**src/rtl/mac_sequencer_if.sv**
```systemverilog
// Command, operand, MAC-drive and result bundle between the MAC sequencer and its neighbours.
// master = sequencer side, slave = controller/MAC/result-consumer side.
interface mac_sequencer_if #(
    parameter int IN_W  = 20,
    parameter int OUT_W = 24
);
    logic             cmd_valid;
    logic             cmd_ready;
    logic [2:0]       cmd_mode;
    logic [7:0]       cmd_len;

    logic             op_valid;
    logic             op_ready;
    logic [IN_W-1:0]  op_a;
    logic [IN_W-1:0]  op_b;

    logic             mac_sq;
    logic             mac_sc;
    logic             mac_mat8;
    logic             mac_mat16;
    logic             mac_col_sum;
    logic [IN_W-1:0]  mac_in1;
    logic [IN_W-1:0]  mac_in2;
    logic [OUT_W-1:0] mac_out;
    logic             mac_done;

    logic             res_valid;
    logic             res_ready;
    logic [OUT_W-1:0] res_data;
    logic [2:0]       res_mode;
    logic             res_err;

    modport master (
        input  cmd_valid, cmd_mode, cmd_len,
        input  op_valid, op_a, op_b,
        input  mac_out, mac_done,
        input  res_ready,
        output cmd_ready, op_ready,
        output mac_sq, mac_sc, mac_mat8, mac_mat16, mac_col_sum, mac_in1, mac_in2,
        output res_valid, res_data, res_mode, res_err
    );

    modport slave (
        output cmd_valid, cmd_mode, cmd_len,
        output op_valid, op_a, op_b,
        output mac_out, mac_done,
        output res_ready,
        input  cmd_ready, op_ready,
        input  mac_sq, mac_sc, mac_mat8, mac_mat16, mac_col_sum, mac_in1, mac_in2,
        input  res_valid, res_data, res_mode, res_err
    );
endinterface

```
**src/rtl/mac_sequencer.sv**
```systemverilog
// MAC initiator: arm mode line ARM_CYC cycles, stream pairs (1-cycle registered), capture result into a
// RES_DEPTH FIFO; cmd_ready reserves FIFO room so results never drop. Watchdog via MAC_SEQ_TIMEOUT_EN.
module mac_sequencer #(
    parameter int IN_W      = 20,
    parameter int OUT_W     = 24,
    parameter int ARM_CYC   = 2,
    parameter int RES_DEPTH = 4
`ifdef MAC_SEQ_TIMEOUT_EN
    ,
    parameter int TIMEOUT_CYC = 1024
`endif
) (
    input  logic            clk,
    input  logic            rst,
    mac_sequencer_if.master bus,
    output logic            busy
);

    typedef enum logic [1:0] {S_IDLE, S_ARM, S_STREAM, S_WAIT} state_t;

    typedef struct packed {
        logic [OUT_W-1:0] data;
        logic [2:0]       mode;
        logic             err;
    } res_t;

    localparam int AW    = $clog2(RES_DEPTH);
    localparam int CW    = AW + 1;
    localparam int ARM_W = (ARM_CYC > 1) ? $clog2(ARM_CYC) : 1;

    state_t            state, nxt;
    logic [2:0]        mode_q;
    logic [7:0]        left_q;
    logic [ARM_W-1:0]  arm_cnt;
    logic              live;

    res_t              mem [RES_DEPTH];
    logic [AW-1:0]     wr_ptr, rd_ptr;
    logic [CW-1:0]     count;

    logic              cmd_fire, cmd_ok, op_fire, arm_last;
    logic              done_hit, timeout_hit, push, pop;
    logic [IN_W-1:0]   in1_nxt, in2_nxt;
    res_t              push_ent;

    assign cmd_fire = bus.cmd_valid & bus.cmd_ready;
    assign cmd_ok   = (bus.cmd_mode <= 3'd4) && (bus.cmd_len != 8'd0);
    assign op_fire  = bus.op_valid & bus.op_ready;
    assign arm_last = (arm_cnt == ARM_W'(ARM_CYC - 1));
    assign done_hit = (state == S_WAIT) & bus.mac_done;
    assign push     = done_hit | timeout_hit;
    assign pop      = bus.res_valid & bus.res_ready;

`ifdef MAC_SEQ_TIMEOUT_EN
    localparam int TW = $clog2(TIMEOUT_CYC + 1);
    logic [TW-1:0] wait_cnt;

    always_ff @(posedge clk or negedge rst) begin
        if (!rst) begin
            wait_cnt <= '0;
        end else if (state == S_WAIT) begin
            wait_cnt <= wait_cnt + TW'(1);
        end else begin
            wait_cnt <= '0;
        end
    end

    // A real mac_done on the final cycle wins over the timeout.
    assign timeout_hit = (state == S_WAIT) && !bus.mac_done && (wait_cnt == TW'(TIMEOUT_CYC - 1));
`else
    assign timeout_hit = 1'b0;
`endif

    always_comb begin
        push_ent      = '0;
        push_ent.data = done_hit ? bus.mac_out : '0;
        push_ent.mode = mode_q;
        push_ent.err  = timeout_hit;
    end

    always_ff @(posedge clk or negedge rst) begin
        if (!rst) begin
            state <= S_IDLE;
        end else begin
            state <= nxt;
        end
    end

    always_comb begin
        nxt = state;
        case (state)
            S_IDLE:   if (cmd_fire && cmd_ok)          nxt = S_ARM;
            S_ARM:    if (arm_last)                    nxt = S_STREAM;
            S_STREAM: if (op_fire && left_q == 8'd1)   nxt = S_WAIT;
            S_WAIT:   if (push)                        nxt = S_IDLE;
            default:                                   nxt = S_IDLE;
        endcase
    end

    // live keeps cmd_ready low while reset is asserted even though the FSM sits in IDLE.
    always_comb begin
        bus.cmd_ready   = live && (state == S_IDLE) && (count < CW'(RES_DEPTH));
        bus.op_ready    = (state == S_STREAM);
        bus.mac_sq      = (state == S_ARM) && (mode_q == 3'd0);
        bus.mac_sc      = (state == S_ARM) && (mode_q == 3'd1);
        bus.mac_mat8    = (state == S_ARM) && (mode_q == 3'd2);
        bus.mac_mat16   = (state == S_ARM) && (mode_q == 3'd3);
        bus.mac_col_sum = (state == S_ARM) && (mode_q == 3'd4);
        busy            = (state != S_IDLE);
        bus.res_valid   = (count != '0);
        bus.res_data    = mem[rd_ptr].data;
        bus.res_mode    = mem[rd_ptr].mode;
        bus.res_err     = mem[rd_ptr].err;
        in1_nxt         = op_fire ? bus.op_a : '0;
        in2_nxt         = op_fire ? bus.op_b : '0;
    end

    always_ff @(posedge clk or negedge rst) begin
        if (!rst) begin
            mode_q      <= '0;
            left_q      <= '0;
            arm_cnt     <= '0;
            live        <= 1'b0;
            bus.mac_in1 <= '0;
            bus.mac_in2 <= '0;
        end else begin
            live <= 1'b1;
            if (cmd_fire) begin
                mode_q <= bus.cmd_mode;
                left_q <= bus.cmd_len;
            end else if (op_fire) begin
                left_q <= left_q - 8'd1;
            end
            arm_cnt     <= (state == S_ARM) ? arm_cnt + ARM_W'(1) : '0;
            bus.mac_in1 <= in1_nxt;
            bus.mac_in2 <= in2_nxt;
        end
    end

    always_ff @(posedge clk or negedge rst) begin
        if (!rst) begin
            wr_ptr <= '0;
            rd_ptr <= '0;
            count  <= '0;
            for (int i = 0; i < RES_DEPTH; i++) begin
                mem[i] <= '0;
            end
        end else begin
            if (push) begin
                mem[wr_ptr] <= push_ent;
                wr_ptr      <= wr_ptr + AW'(1);
            end
            if (pop) begin
                rd_ptr <= rd_ptr + AW'(1);
            end
            count <= count + {{AW{1'b0}}, push} - {{AW{1'b0}}, pop};
        end
    end

endmodule

```
**src/flat_wrapper.sv**
```systemverilog
// flat-port wrapper written by rule: the top's interface ports become plain ports
module mac_sequencer_flat 
#(
    parameter int IN_W      = 20,
    parameter int OUT_W     = 24,
    parameter int ARM_CYC   = 2,
    parameter int RES_DEPTH = 4

)
  (clk, rst, busy, bus_cmd_valid, bus_cmd_mode, bus_cmd_len, bus_op_valid, bus_op_a, bus_op_b, bus_mac_out, bus_mac_done, bus_res_ready, bus_cmd_ready, bus_op_ready, bus_mac_sq, bus_mac_sc, bus_mac_mat8, bus_mac_mat16, bus_mac_col_sum, bus_mac_in1, bus_mac_in2, bus_res_valid, bus_res_data, bus_res_mode, bus_res_err);
  mac_sequencer_if #(.IN_W(IN_W), .OUT_W(OUT_W)) bus_i ();
  input  logic clk;
  input  logic rst;
  output logic busy;
  input wire logic [$bits(bus_i.cmd_valid)-1:0] bus_cmd_valid;
  input wire logic [$bits(bus_i.cmd_mode)-1:0] bus_cmd_mode;
  input wire logic [$bits(bus_i.cmd_len)-1:0] bus_cmd_len;
  input wire logic [$bits(bus_i.op_valid)-1:0] bus_op_valid;
  input wire logic [$bits(bus_i.op_a)-1:0] bus_op_a;
  input wire logic [$bits(bus_i.op_b)-1:0] bus_op_b;
  input wire logic [$bits(bus_i.mac_out)-1:0] bus_mac_out;
  input wire logic [$bits(bus_i.mac_done)-1:0] bus_mac_done;
  input wire logic [$bits(bus_i.res_ready)-1:0] bus_res_ready;
  output wire logic [$bits(bus_i.cmd_ready)-1:0] bus_cmd_ready;
  output wire logic [$bits(bus_i.op_ready)-1:0] bus_op_ready;
  output wire logic [$bits(bus_i.mac_sq)-1:0] bus_mac_sq;
  output wire logic [$bits(bus_i.mac_sc)-1:0] bus_mac_sc;
  output wire logic [$bits(bus_i.mac_mat8)-1:0] bus_mac_mat8;
  output wire logic [$bits(bus_i.mac_mat16)-1:0] bus_mac_mat16;
  output wire logic [$bits(bus_i.mac_col_sum)-1:0] bus_mac_col_sum;
  output wire logic [$bits(bus_i.mac_in1)-1:0] bus_mac_in1;
  output wire logic [$bits(bus_i.mac_in2)-1:0] bus_mac_in2;
  output wire logic [$bits(bus_i.res_valid)-1:0] bus_res_valid;
  output wire logic [$bits(bus_i.res_data)-1:0] bus_res_data;
  output wire logic [$bits(bus_i.res_mode)-1:0] bus_res_mode;
  output wire logic [$bits(bus_i.res_err)-1:0] bus_res_err;
  assign bus_i.cmd_valid = bus_cmd_valid;
  assign bus_i.cmd_mode = bus_cmd_mode;
  assign bus_i.cmd_len = bus_cmd_len;
  assign bus_i.op_valid = bus_op_valid;
  assign bus_i.op_a = bus_op_a;
  assign bus_i.op_b = bus_op_b;
  assign bus_i.mac_out = bus_mac_out;
  assign bus_i.mac_done = bus_mac_done;
  assign bus_i.res_ready = bus_res_ready;
  assign bus_cmd_ready = bus_i.cmd_ready;
  assign bus_op_ready = bus_i.op_ready;
  assign bus_mac_sq = bus_i.mac_sq;
  assign bus_mac_sc = bus_i.mac_sc;
  assign bus_mac_mat8 = bus_i.mac_mat8;
  assign bus_mac_mat16 = bus_i.mac_mat16;
  assign bus_mac_col_sum = bus_i.mac_col_sum;
  assign bus_mac_in1 = bus_i.mac_in1;
  assign bus_mac_in2 = bus_i.mac_in2;
  assign bus_res_valid = bus_i.res_valid;
  assign bus_res_data = bus_i.res_data;
  assign bus_res_mode = bus_i.res_mode;
  assign bus_res_err = bus_i.res_err;
  mac_sequencer #(.IN_W(IN_W), .OUT_W(OUT_W), .ARM_CYC(ARM_CYC), .RES_DEPTH(RES_DEPTH)) u_core (.clk(clk), .rst(rst), .bus(bus_i), .busy(busy));
endmodule
```
**config.mk**
```make
export PLATFORM = sky130hd
export DESIGN_NAME = mac_sequencer_flat
export DESIGN_NICKNAME = d
export VERILOG_FILES = /design/src/rtl/mac_sequencer_if.sv /design/src/rtl/mac_sequencer.sv /design/src/flat_wrapper.sv
export SDC_FILE = /design/constraint.sdc
export NUM_CORES = 1
export LEC_CHECK = 0
export BUFFER_PORTS_ARGS = -buffer_cell sky130_fd_sc_hd__buf_2
export CAP_MARGIN = 25
export CORE_AREA = 5 5 126 128
export DETAILED_ROUTE_END_ITERATION = 16
export DIE_AREA = 0 0 131 133
export PLACE_DENSITY = 0.86
export SYNTH_ARGS = -nofsm -noshare
export SYNTH_HDL_FRONTEND = slang
export SYNTH_SLANG_ARGS = --single-unit
```
**constraint.sdc**
```tcl
create_clock -name clk -period 5.24 [get_ports clk]
set_input_delay 1.31 -clock clk [delete_from_list [all_inputs] [get_ports clk]]
set_output_delay 1.31 -clock clk [all_outputs]
set_load 0.02 [all_outputs]
```
Yosys cells after proc, flatten, opt, wreduce, memory -nomap -nowiden --
Index checks and enable logic that the tools add are counted. W data, S select, Z words.
Storage, ports and cells: flip-flop bits (word level) 174, bits in latches 0, bits in writable memories 0, bits in read-only memories 0, input bits 81, memories 0
Cells by class: add/sub/neg operators 6, multiply operators 0, div/mod/pow operators 0, $lt $le $gt $ge 5, equal/unequal tests 12, shift-type cells 0, muxes and demuxes 17, bitwise operators 6, reductions and logical operators 18
Operator list (count):
- $bwmux W112 | 1
- $mux W28 | 3
- $bmux W28 S2 | 1
- $demux W28 S2 | 1
- $mux W20 | 2
- $mux W24 | 1
- $mux W8 | 2
- $logic_and A1 B1 Y1 | 11
- $eq A8 B1 Y1 const B | 1
- $mux W2 | 4
- $pmux W2 S4 | 1
- $reduce_bool A8 Y1 | 1
- $sub A8 B1 Y8 const B | 1
- $eq A3 B2 Y1 const B | 2
- $ge A3 B3 Y1 const B | 2
- $ne A2 B1 Y1 const B | 3
- $not A2 Y3 | 2
- $add A2 B1 Y2 const B | 2
- $and A1 B1 Y1 | 4
- $eq A2 B2 Y1 const B | 2
- $reduce_and A4 Y1 | 1
- $reduce_bool A2 Y1 | 2
- $add A3 B1 Y3 | 1
- $eq A3 B1 Y1 const B | 1
- other kinds (12) | 12

Depth between registers and ports, before layout --
word-level depth 7, depth in mapped cells 9

Least setup slack after synthesis --
No wires, ideal clock.
path type flip-flop to output port, from register u_core.rd_ptr[0], to output port bus_res_data[15], arrival time 1.516 ns, setup slack 2.414 ns, cell stages (with the launch flop) 4, path through dfrtp_1 buf_2 buf_2 mux4_2
Between the ends: word-level cells in the longest chain between the ends 4
RTL lines:
- start: declaration | RTL line mac_sequencer.sv:38 | logic [AW-1:0] wr_ptr, rd_ptr;
- start signal: assignment | RTL line mac_sequencer.sv:154 | rd_ptr <= rd_ptr + AW'(1);
- $not A2 Y3 (implied by the code) | RTL line mac_sequencer.sv:111 | bus.res_data = mem[rd_ptr].data;
- $bmux W28 S2 | RTL line mac_sequencer.sv:111
- $mux W28 (implied by the code) (2 in series) | RTL line mac_sequencer.sv:111
- end: declaration | RTL line flat_wrapper.sv:34 | output wire logic [$bits(bus_i.res_data)-1:0] bus_res_data;
Every way passes these cells. The select of a mux whose other input is x is not followed.

Final worst setup path --
from register u_core.rd_ptr[0], to output port bus_res_data[1]
The elaborated chain is that of the path after synthesis.

==> reports/metrics.yaml <==
netlist_area_sq_um: 7156
grt_util_all_layers_pct: 18.91
ant_nets: 0
cp_max_fo: 20
skew_ns: 0.008585
crit_family: "flip-flops"
arrival_ns: 1.99
cp_slowest_cell: "dfrtp_2"
first_global_vias: 4999
root_buffer: "clkbuf_16"
fillers: 1137
p_seq_share_pct: 40.2
p_sw_share_pct: 33.76
cts_resized: 0
switchingPower_mw: 1.838
ios: 158
clockBufferDepth: 2
pwr-share-comb_pct: 36.9
ir_drop_mv: 0.2664
first_pass_iters: 4
synth_nets: 569
io_buffers: 156
cts-htree-levels: 4
synthCells: 475
vias: 4510
ys_ff_latch: 170
grt_start_max_net_pins: 66
clkSinkCount: 170
worstMarginPinSlew_ns: 0.9469
final_cells: 833
clkTransAtPathRegs_ns: 0.07
routedWlPerCell_um: 18.89
ys.warnings.count: 0
path_cells: "buf_12, mux4_2, buf_2"
power.share.clock_pct: 23.0
row_count: 45
p_per_area_nw_per_um2: 623.6
tritoncts: "done"
setup_viol_count_final: 0
ys_seq_area_share_pct: 59.45
finalSetupTns_ns: 0
postCtsSetupBuffers: 0
status: "finished clean"
max-cap-violations: 0
crit_buf_inv: 2
placed_cells: 799
endpoint_kind: "primary output"
dieArea_sq_um: 17420
postCtsHoldBufs: 0
die_width_um: 131
core_area_sq_um: 14750
worstSkewPairLatency_ns: 0.42
critPathLaunchType: "flip-flop"
max_freq_mhz: 302.7
place_area_sq_um: 8117
drive_gt1_share_pct: 51.40
grt_pass1_wl_mm: 25.31
leakagePower_nw: 4.448
routed_wl_mm: 15.74
antenna_found_initial: 1
drt-initial-drc-count: 157
syn2layout_area_growth_pct: 22.00
nets: 725
max-slew-margin-rel_pct: 36.72
chipHeight_um: 133
slew_violations: 0
slowest_delay_ns: 0.57
hold_path.class: "flip-flop to flip-flop"
fin_crit_ns: 3.304
cts_buffers: 17
hold_viol: 0
design_area_sq_um: 8730
finalCritPeriodShare_pct: 63.05
syn_avg_cell_area_sq_um: 15.06
p_int_mw: 3.606
globalplace.congestion: 0.8193
dp_hpwl_mm: 11.05
path_class: "flip-flop to primary output"
rsz0062_at_grt: "false"
required_ns: 3.93
via_per_inst: 5.414
grt_overflow: 0
drc: 0
netlist-cell-type-count: 35
start_util_pct: 48.51
## worst paths after layout
path	start	to	slack (ns)	depth (start not counted)
worst max-delay path	u_core.rd_ptr[0]$_DFFE_PN0P_	bus_res_data[1]	1.94	3
worst min-delay path	u_core.arm_cnt$_DFF_PN0_	u_core.arm_cnt$_DFF_PN0_	0.42	1
worst max register to register	u_core.state[0]$_DFFE_PN0P_	u_core.state[1]$_DFFE_PN0P_	2.59	6
worst min register to register	u_core.arm_cnt$_DFF_PN0_	u_core.arm_cnt$_DFF_PN0_	0.42	1
max in group asynchronous	rst	u_core.bus.mac_in1[12]$_DFF_PN0_	3.17	2
min in group asynchronous	rst	u_core.mem[98]$_DFFE_PN0P_	0.86	1
## cell usage after synthesis, drive strengths merged
cell | number | area, sq um
conb | 2 | 7.510
nand3 | 1 | 5.000
o21ai | 1 | 5.000
a21oi | 9 | 45.04
and2 | 2 | 12.51
dfrtp | 170 | 4254
inv | 12 | 45.04
mux4 | 27 | 608.1
a21o | 1 | 7.510
o32a | 1 | 10.01
a211o | 1 | 8.760
or3 | 4 | 30.03
ha | 12 | 150.1
nand4b | 1 | 8.760
o21a | 1 | 7.510
nor2 | 14 | 52.55
nor2b | 1 | 6.260
and4bb | 1 | 12.51
a221oi | 1 | 15.01
clkbuf | 16 | 60.06
nand4bb | 1 | 11.26
mux2 | 112 | 1261
nor4 | 4 | 25.02
xor2 | 3 | 26.28
nor3 | 3 | 15.01
fa | 1 | 20.02
nand2 | 9 | 33.78
xnor2 | 9 | 78.83
nand2b | 2 | 12.51
nor3b | 1 | 7.510
and3 | 40 | 250.2
buf | 12 | 62.56
## cells in the final DEF, fill, tap and decap left out, drive strengths merged
cell type,instances
nand2b,2
inv,13
and3,40
buf,165
or3,4
nor4,4
mux2,112
and4bb,1
and2,2
xnor2,9
clkbuf,23
o32a,1
a211o,1
o21a,1
dfrtp,170
conb,2
nand4bb,1
ha,12
clkinv,5
diode,1
nor2,14
nor3,3
o21ai,1
a221oi,1
nor3b,1
a21o,1
a21oi,9
nand2,9
nand4b,1
nand3,1
xor2,3
nor2b,1
mux4,27
bufinv,2
fa,1
clkinvlp,1
## flip-flops by register name, summed over array words and instances (netlist names)
| register | cells |
|---|---|
| u_core.live | 1 |
| u_core.mode_q | 3 |
| u_core.bus.mac_in1 | 20 |
| u_core.bus.mac_in2 | 20 |
| u_core.state | 2 |
| u_core.left_q | 8 |
| u_core.wr_ptr | 2 |
| u_core.count | 3 |
| u_core.rd_ptr | 2 |
| u_core.arm_cnt | 1 |
| u_core.mem | 108 |
## through the flow
| stage | hold WS [ns] | total power, mW | worst slack (ns) | utilization (%) |
|---|---|---|---|---|
| finish | 0.4156 | 5.444 | 1.936 | 59.18 |
| global route | 0.4212 | 5.750 | 1.805 | 59.18 |
| CTS | 0.4193 | 5.484 | 1.578 | 59.02 |
| detailed placement | 0.4093 | 4.212 | 2.000 | 55.02 |
| global placement | 0.4031 | 4.075 | 2.069 | 55.02 |
| floorplan | 0.3888 | 3.576 | 2.414 | - |
## per-layer routing
metal	up-vias	part of all wire (%)	track usage, %
met2	176	48	30.02
met4	0	2.2	6.343
met1	2301	41	23.64
met3	21	8.4	7.428
met5	-	0	0
li1	2012	-	-
## power groups by stage
stage	combinational (mW)	clock, mW	sequential (mW)
floorplan	1.47	0	2.11
global placement	1.87	0	2.20
detailed placement	1.96	0	2.25
CTS	1.98	1.27	2.23
global route	2.17	1.33	2.24
finish	2.01	1.25	2.19
## kinds of logic (layout without fill, tap and decap cells)
| group | after synthesis | count (layout) | synth area share [%] |
|---|---|---|---|
| and+or+nand+nor | 84 | 84 | 6.749 |
| muxes | 139 | 139 | 26.12 |
| adders and majority gates | 13 | 13 | 2.378 |
| other | 2 | 3 | 0.1050 |
| DFF | 170 | 170 | 59.45 |
| buffers and inverters | 40 | 209 | 2.343 |
| AOI/OAI and AO/OA | 15 | 15 | 1.381 |
| xor gates and xnor gates | 12 | 12 | 1.469 |
## final cells by class
cell class	instances	area (sq um)	area share [%]
tap	188	235.2	2.695
inverter	12	45.04	0.5160
antenna	1	2.502	0.02867
timing repair buffer	165	867.1	9.933
clock buffer	23	478.0	5.475
multi-input combinational	265	2734	31.32
sequential	170	4255	48.75
clock inverter	9	112.6	1.290
Power figures use the tool's default switching activity.
